[config.mk]
export PLATFORM = sky130hd
export DESIGN_NAME = uart_tx_arbiter
export DESIGN_NICKNAME = d
export VERILOG_FILES = /design/src/rtl/uart_tx_arbiter.sv
export SDC_FILE = /design/constraint.sdc
export NUM_CORES = 1
export LEC_CHECK = 0
export CORE_MARGIN = 2
export CORE_UTILIZATION = 40
export DETAILED_ROUTE_END_ITERATION = 10
export GPL_TIMING_DRIVEN = 0
export PLACE_DENSITY = 0.71
export SLEW_MARGIN = 20
export SYNTH_ARGS = -nofsm -noshare
export SYNTH_HDL_FRONTEND = slang
export SYNTH_SLANG_ARGS = --single-unit
[constraint.sdc]
create_clock -name clk -period 4.2 [get_ports clk]
set_input_delay 0.84 -clock clk [delete_from_list [all_inputs] [get_ports clk]]
set_output_delay 0.84 -clock clk [all_outputs]
set_load 0.02 [all_outputs]
[src/rtl/uart_tx_arbiter.sv]
// Round-robin arbiter granting four requesters access to one shared UART transmitter.
// Each grant sequences a start-request phase and a frame-plus-guard wait phase.
module uart_tx_arbiter #(
    parameter int unsigned BAUD_DIV   = 10416,
    parameter int unsigned FRAME_BITS = 10,
    parameter int unsigned GUARD_BITS = 1
) (
    input  logic        clk,
    input  logic        reset,
    input  logic [3:0]  req,
    input  logic [31:0] req_data,
    output logic [3:0]  gnt,
    output logic        tx_transmit,
    output logic [7:0]  tx_data,
    output logic        busy,
    output logic [1:0]  last_grant
);

    localparam int unsigned START_LEN = BAUD_DIV + 1;
    localparam int unsigned WAIT_LEN  = (FRAME_BITS + GUARD_BITS + 1) * BAUD_DIV;
    localparam int unsigned MAX_LEN   = (START_LEN > WAIT_LEN) ? START_LEN : WAIT_LEN;
    localparam int unsigned TW        = (MAX_LEN > 2) ? $clog2(MAX_LEN) : 1;
    localparam logic [TW-1:0] START_LOAD = TW'(START_LEN - 1);
    localparam logic [TW-1:0] WAIT_LOAD  = TW'(WAIT_LEN - 1);

    typedef enum logic [1:0] {
        IDLE  = 2'd0,
        START = 2'd1,
        WAIT  = 2'd2
    } state_t;

    state_t        state_q, state_d;
    logic [TW-1:0] timer_q, timer_d;
    logic [3:0]    gnt_q, gnt_d;
    logic          tx_transmit_q, tx_transmit_d;
    logic [7:0]    tx_data_q, tx_data_d;
    logic          busy_q, busy_d;
    logic [1:0]    last_grant_q, last_grant_d;
    logic          armed_q;

    logic          win_valid;
    logic [1:0]    win_idx;
    logic [1:0]    cand_idx;

    // Search starts one past the previous winner and wraps through all four.
    always_comb begin
        win_valid = 1'b0;
        win_idx   = '0;
        cand_idx  = '0;
        for (int unsigned k = 1; k <= 4; k++) begin
            cand_idx = 2'(32'(last_grant_q) + k);
            if (!win_valid && req[cand_idx]) begin
                win_valid = 1'b1;
                win_idx   = cand_idx;
            end
        end
    end

    always_comb begin
        state_d      = state_q;
        timer_d      = timer_q;
        gnt_d        = '0;
        tx_data_d    = tx_data_q;
        last_grant_d = last_grant_q;
        case (state_q)
            IDLE: begin
                // armed_q holds off the very first edge after reset release.
                if (armed_q && win_valid) begin
                    state_d      = START;
                    timer_d      = START_LOAD;
                    gnt_d        = 4'b0001 << win_idx;
                    tx_data_d    = req_data[{win_idx, 3'b000} +: 8];
                    last_grant_d = win_idx;
                end
            end
            START: begin
                if (timer_q == '0) begin
                    state_d = WAIT;
                    timer_d = WAIT_LOAD;
                end else begin
                    timer_d = timer_q - 1'b1;
                end
            end
            WAIT: begin
                if (timer_q == '0) begin
                    state_d = IDLE;
                    timer_d = '0;
                end else begin
                    timer_d = timer_q - 1'b1;
                end
            end
            default: begin
                state_d = IDLE;
                timer_d = '0;
            end
        endcase
        tx_transmit_d = (state_d == START);
        busy_d        = (state_d != IDLE);
    end

    always_ff @(posedge clk or negedge reset) begin
        if (!reset) begin
            state_q       <= IDLE;
            timer_q       <= '0;
            gnt_q         <= '0;
            tx_transmit_q <= 1'b0;
            tx_data_q     <= 8'h00;
            busy_q        <= 1'b0;
            last_grant_q  <= 2'd3;
            armed_q       <= 1'b0;
        end else begin
            state_q       <= state_d;
            timer_q       <= timer_d;
            gnt_q         <= gnt_d;
            tx_transmit_q <= tx_transmit_d;
            tx_data_q     <= tx_data_d;
            busy_q        <= busy_d;
            last_grant_q  <= last_grant_d;
            armed_q       <= 1'b1;
        end
    end

    assign gnt         = gnt_q;
    assign tx_transmit = tx_transmit_q;
    assign tx_data     = tx_data_q;
    assign busy        = busy_q;
    assign last_grant  = last_grant_q;

endmodule

==> flow_summary.yaml <==
outcome:
  status: "complete, no violations"
logic_synthesis:
  synthMuxAreaShare_pct: 8.42
  synth_area_um2: 2140
  synth-simple-area-share_pct: 24.2
  synthCells: 235
  yosys.area.top_type: "dfrtp_1"
  synth_common_cells: "34 x dfrtp_1, 24 x nand2_1, 22 x nand3_1"
  synthTopCellsByArea: "dfrtp_1 40%, nand3_1 5.1%, mux2i_1 4.2%"
  yosysTopAreaCellShare_pct: 39.8
  synth_seq_cells: 36
  syn-num-nets: 274
  synth_cell_type_count: 54
  synth_xor_area_share_pct: 1.64
  yosysWarnings: 0
  yosysSeqAreaShare_pct: 42.2
  yosys_most_used_dff: "dfrtp_1"
  synth_edf_count: 0
  synth_fa_ha_area_share_pct: 0.585
  yosysMostFrequentCell: "dfrtp_1"
  syn_area_per_cell_um2: 9.10
  synth_top_family_by_area: "simple AND/OR/NAND/NOR gates"
  synth_compound_area_share_pct: 19.8
  synth-async-reset-ratio_pct: 100
clocking:
  htree_levels: 2
  cts.sinks: 36
  cts_made_buffers: 5
  clockBufferDepth: 2
  clk_pin_slew_ps: 70
  cts_resized: 0
  post-cts-setup-buffer-count: 0
  cts_root_buf: "clkbuf_8"
  ctsHoldBuffers: 0
  cts_tree: "yes"
  clk_latency_ps: 290
place:
  placed_area_um2: 2770
  place_congestion: 0.807
  detailed_place_hpwl_um: 4010
  portBuffers: 53
grt:
  antenna_found_initial: 0
  grt_pass1_wl_um: 9000
  grt_pass1_vias: 1852
  grt_max_degree: 25
  overflow: 0
  grt_util_all_layers_pct: 18.8
floorplanning:
  dieArea_um2: 5950
  die_y_um: 77.1
  placeableCoreArea_um2: 5140
  ioPinCount: 54
  dieWidth_um: 77.1
  start_util_pct: 41.6
  row_count: 26
power_and_ir_drop:
  leakagePower_nw: 1.13
  power_mw: 1.19
  ir_drop_mv: 0.188
  power_density_nw_per_um2: 414
critical_path:
  slowest_stage: "o41ai_1"
  cpPeakStageDelay_ps: 830
  cp_data_arrival_time_ps: 2970
  cp-start-kind: "input pin"
  endpoint_kind: "flip-flop"
  critPathBufInv: 2
  required_ps: 4330
  critical_path.max_fanout: 10
  worstPathCellList: "clkdlybuf4s50_1 > o41ai_1 > or2_1 > clkbuf_1 > o311ai_0"
  cpLargestDelayFamily: "compound AO/OA/AOI/OAI gates"
  crit_type: "input pin to flip-flop"
final_layout:
  drive_gt1_share_pct: 11.1
  nets: 335
  n_antenna_cell: 0
  area_delta_synth_final_pct: 33.8
  finalInstanceArea_um2: 2860
sta:
  final_max_slew_viol_count: 0
  finalCritPeriodShare_pct: 67.8
  finClkSkew_ps: 7.45
  report.final.hold_viol_count: 0
  period_needed_ps: 2850
  finalSetupViolCount: 0
  slew-limit-headroom_pct: 42.7
  rsz0062_at_grt: "no"
  worstMarginPinSlew_ps: 849
  fmax_mhz: 351
  setup_tns_ps: 0
route:
  vias: 1958
  drt_iter0_drc: 97
  antenna_left: 0
  viasPerCell: 5.34
  drt-total-wl_um: 5320
  wire_per_inst_um: 14.5
  first_pass_iters: 4
  drc_errors: 0
job:
  cap_viol_max_count: 0
min_path:
  hp-class: "input pin to async pin"
-- where the power goes --
| group | switching [mW] | internal [mW] | leakage (nW) | total (mW) |
|---|---|---|---|---|
| registers | 0.0942 | 0.438 | 0.436 | 0.532 |
| logic | 0.189 | 0.207 | 0.650 | 0.397 |
| clock network | 0.122 | 0.134 | 0.0455 | 0.256 |
| total | 0.406 | 0.779 | 1.13 | 1.19 |
-- metrics by stage --
| stage | hold slack, ps | util (%) | setup slack, ps | std cells |
|---|---|---|---|---|
| 3_5_place_dp | 485 | 53.9 | 1070 | 359 |
| 5_1_grt | 456 | 55.7 | 1160 | 367 |
| 3_3_place_gp | 474 | 53.7 | 1060 | 358 |
| 6_report | 440 | 55.7 | 1350 | 367 |
| 2_1_floorplan | 451 | - | 2010 | 235 |
| 4_1_cts | 449 | 55.7 | 1380 | 367 |
-- state kept, by name, summed over array words and instances, names as in the netlist --
| signal | cells |
|---|---|
| gnt | 4 |
| busy | 1 |
| tx_transmit | 1 |
| armed_q | 1 |
| tx_data | 8 |
| last_grant | 2 |
| state_q | 2 |
| timer_q | 17 |
-- cell type report --
cell class | count | area (um^2)
Buffer | 13 | 57.6
Clock buffer | 8 | 90.1
Fill cell | 514 | 2280
Inverter | 2 | 7.51
Multi-Input combinational cell | 184 | 1170
Sequential cell | 36 | 903
Tap cell | 70 | 87.6
Timing Repair Buffer | 54 | 546
-- cell usage in the layout, fill, tap and decap left out, types with 2 or more instances in the layout --
master           count
nand3_1             22
a21o_1               6
o21ai_0             12
and3_1               3
xnor2_1              3
mux2_2               8
inv_1                2
or2_2                3
or3_1                2
mux2i_1              9
a21oi_1             14
nor3_1               5
clkbuf_8             6
nor4_1               2
o22ai_1              3
dfstp_2              2
clkdlybuf4s50_1     52
nor2_1              17
o21a_1               2
clkbuf_1            10
buf_2                5
and2_1               2
nand2b_1             3
or4_1                2
a211oi_1             3
o211ai_1             8
dfrtp_1             34
nor2b_1              5
nand2_1             24
-- layer usage --
metal | global-route usage [%] | up-vias | share of wire, %
li1 | - | 980 | -
met1 | 25.7 | 937 | 47
met2 | 30.3 | 34 | 49
met3 | 4.12 | 7 | 3.7
met4 | 4.82 | 0 | 1.1
met5 | 0 | - | 0
-- worst paths after layout --
kind | end | from | slack [ps] | cells after the start
setup / recovery | timer_q[4] | req[1] | 1350 | 5
hold / removal | state_q[0] | reset | 440 | 1
setup reg to reg | timer_q[4] | timer_q[0] | 1810 | 8
hold reg to reg | timer_q[10] | timer_q[10] | 500 | 1
max in group asynchronous | last_grant[1] | reset | 3250 | 2
min in group clk | timer_q[10] | timer_q[10] | 500 | 1
-- logic make-up after synthesis --
kind of cell / count (synthesis)
AO/OA/AOI/OAI: 62
XOR/XNOR: 4
adder cells (fa/ha/maj): 1
buffers and inverters: 15
flip-flops: 36
multiplexers: 17
other: 1
AND/OR/NAND/NOR: 99
(Power assumes the default switching activity.)
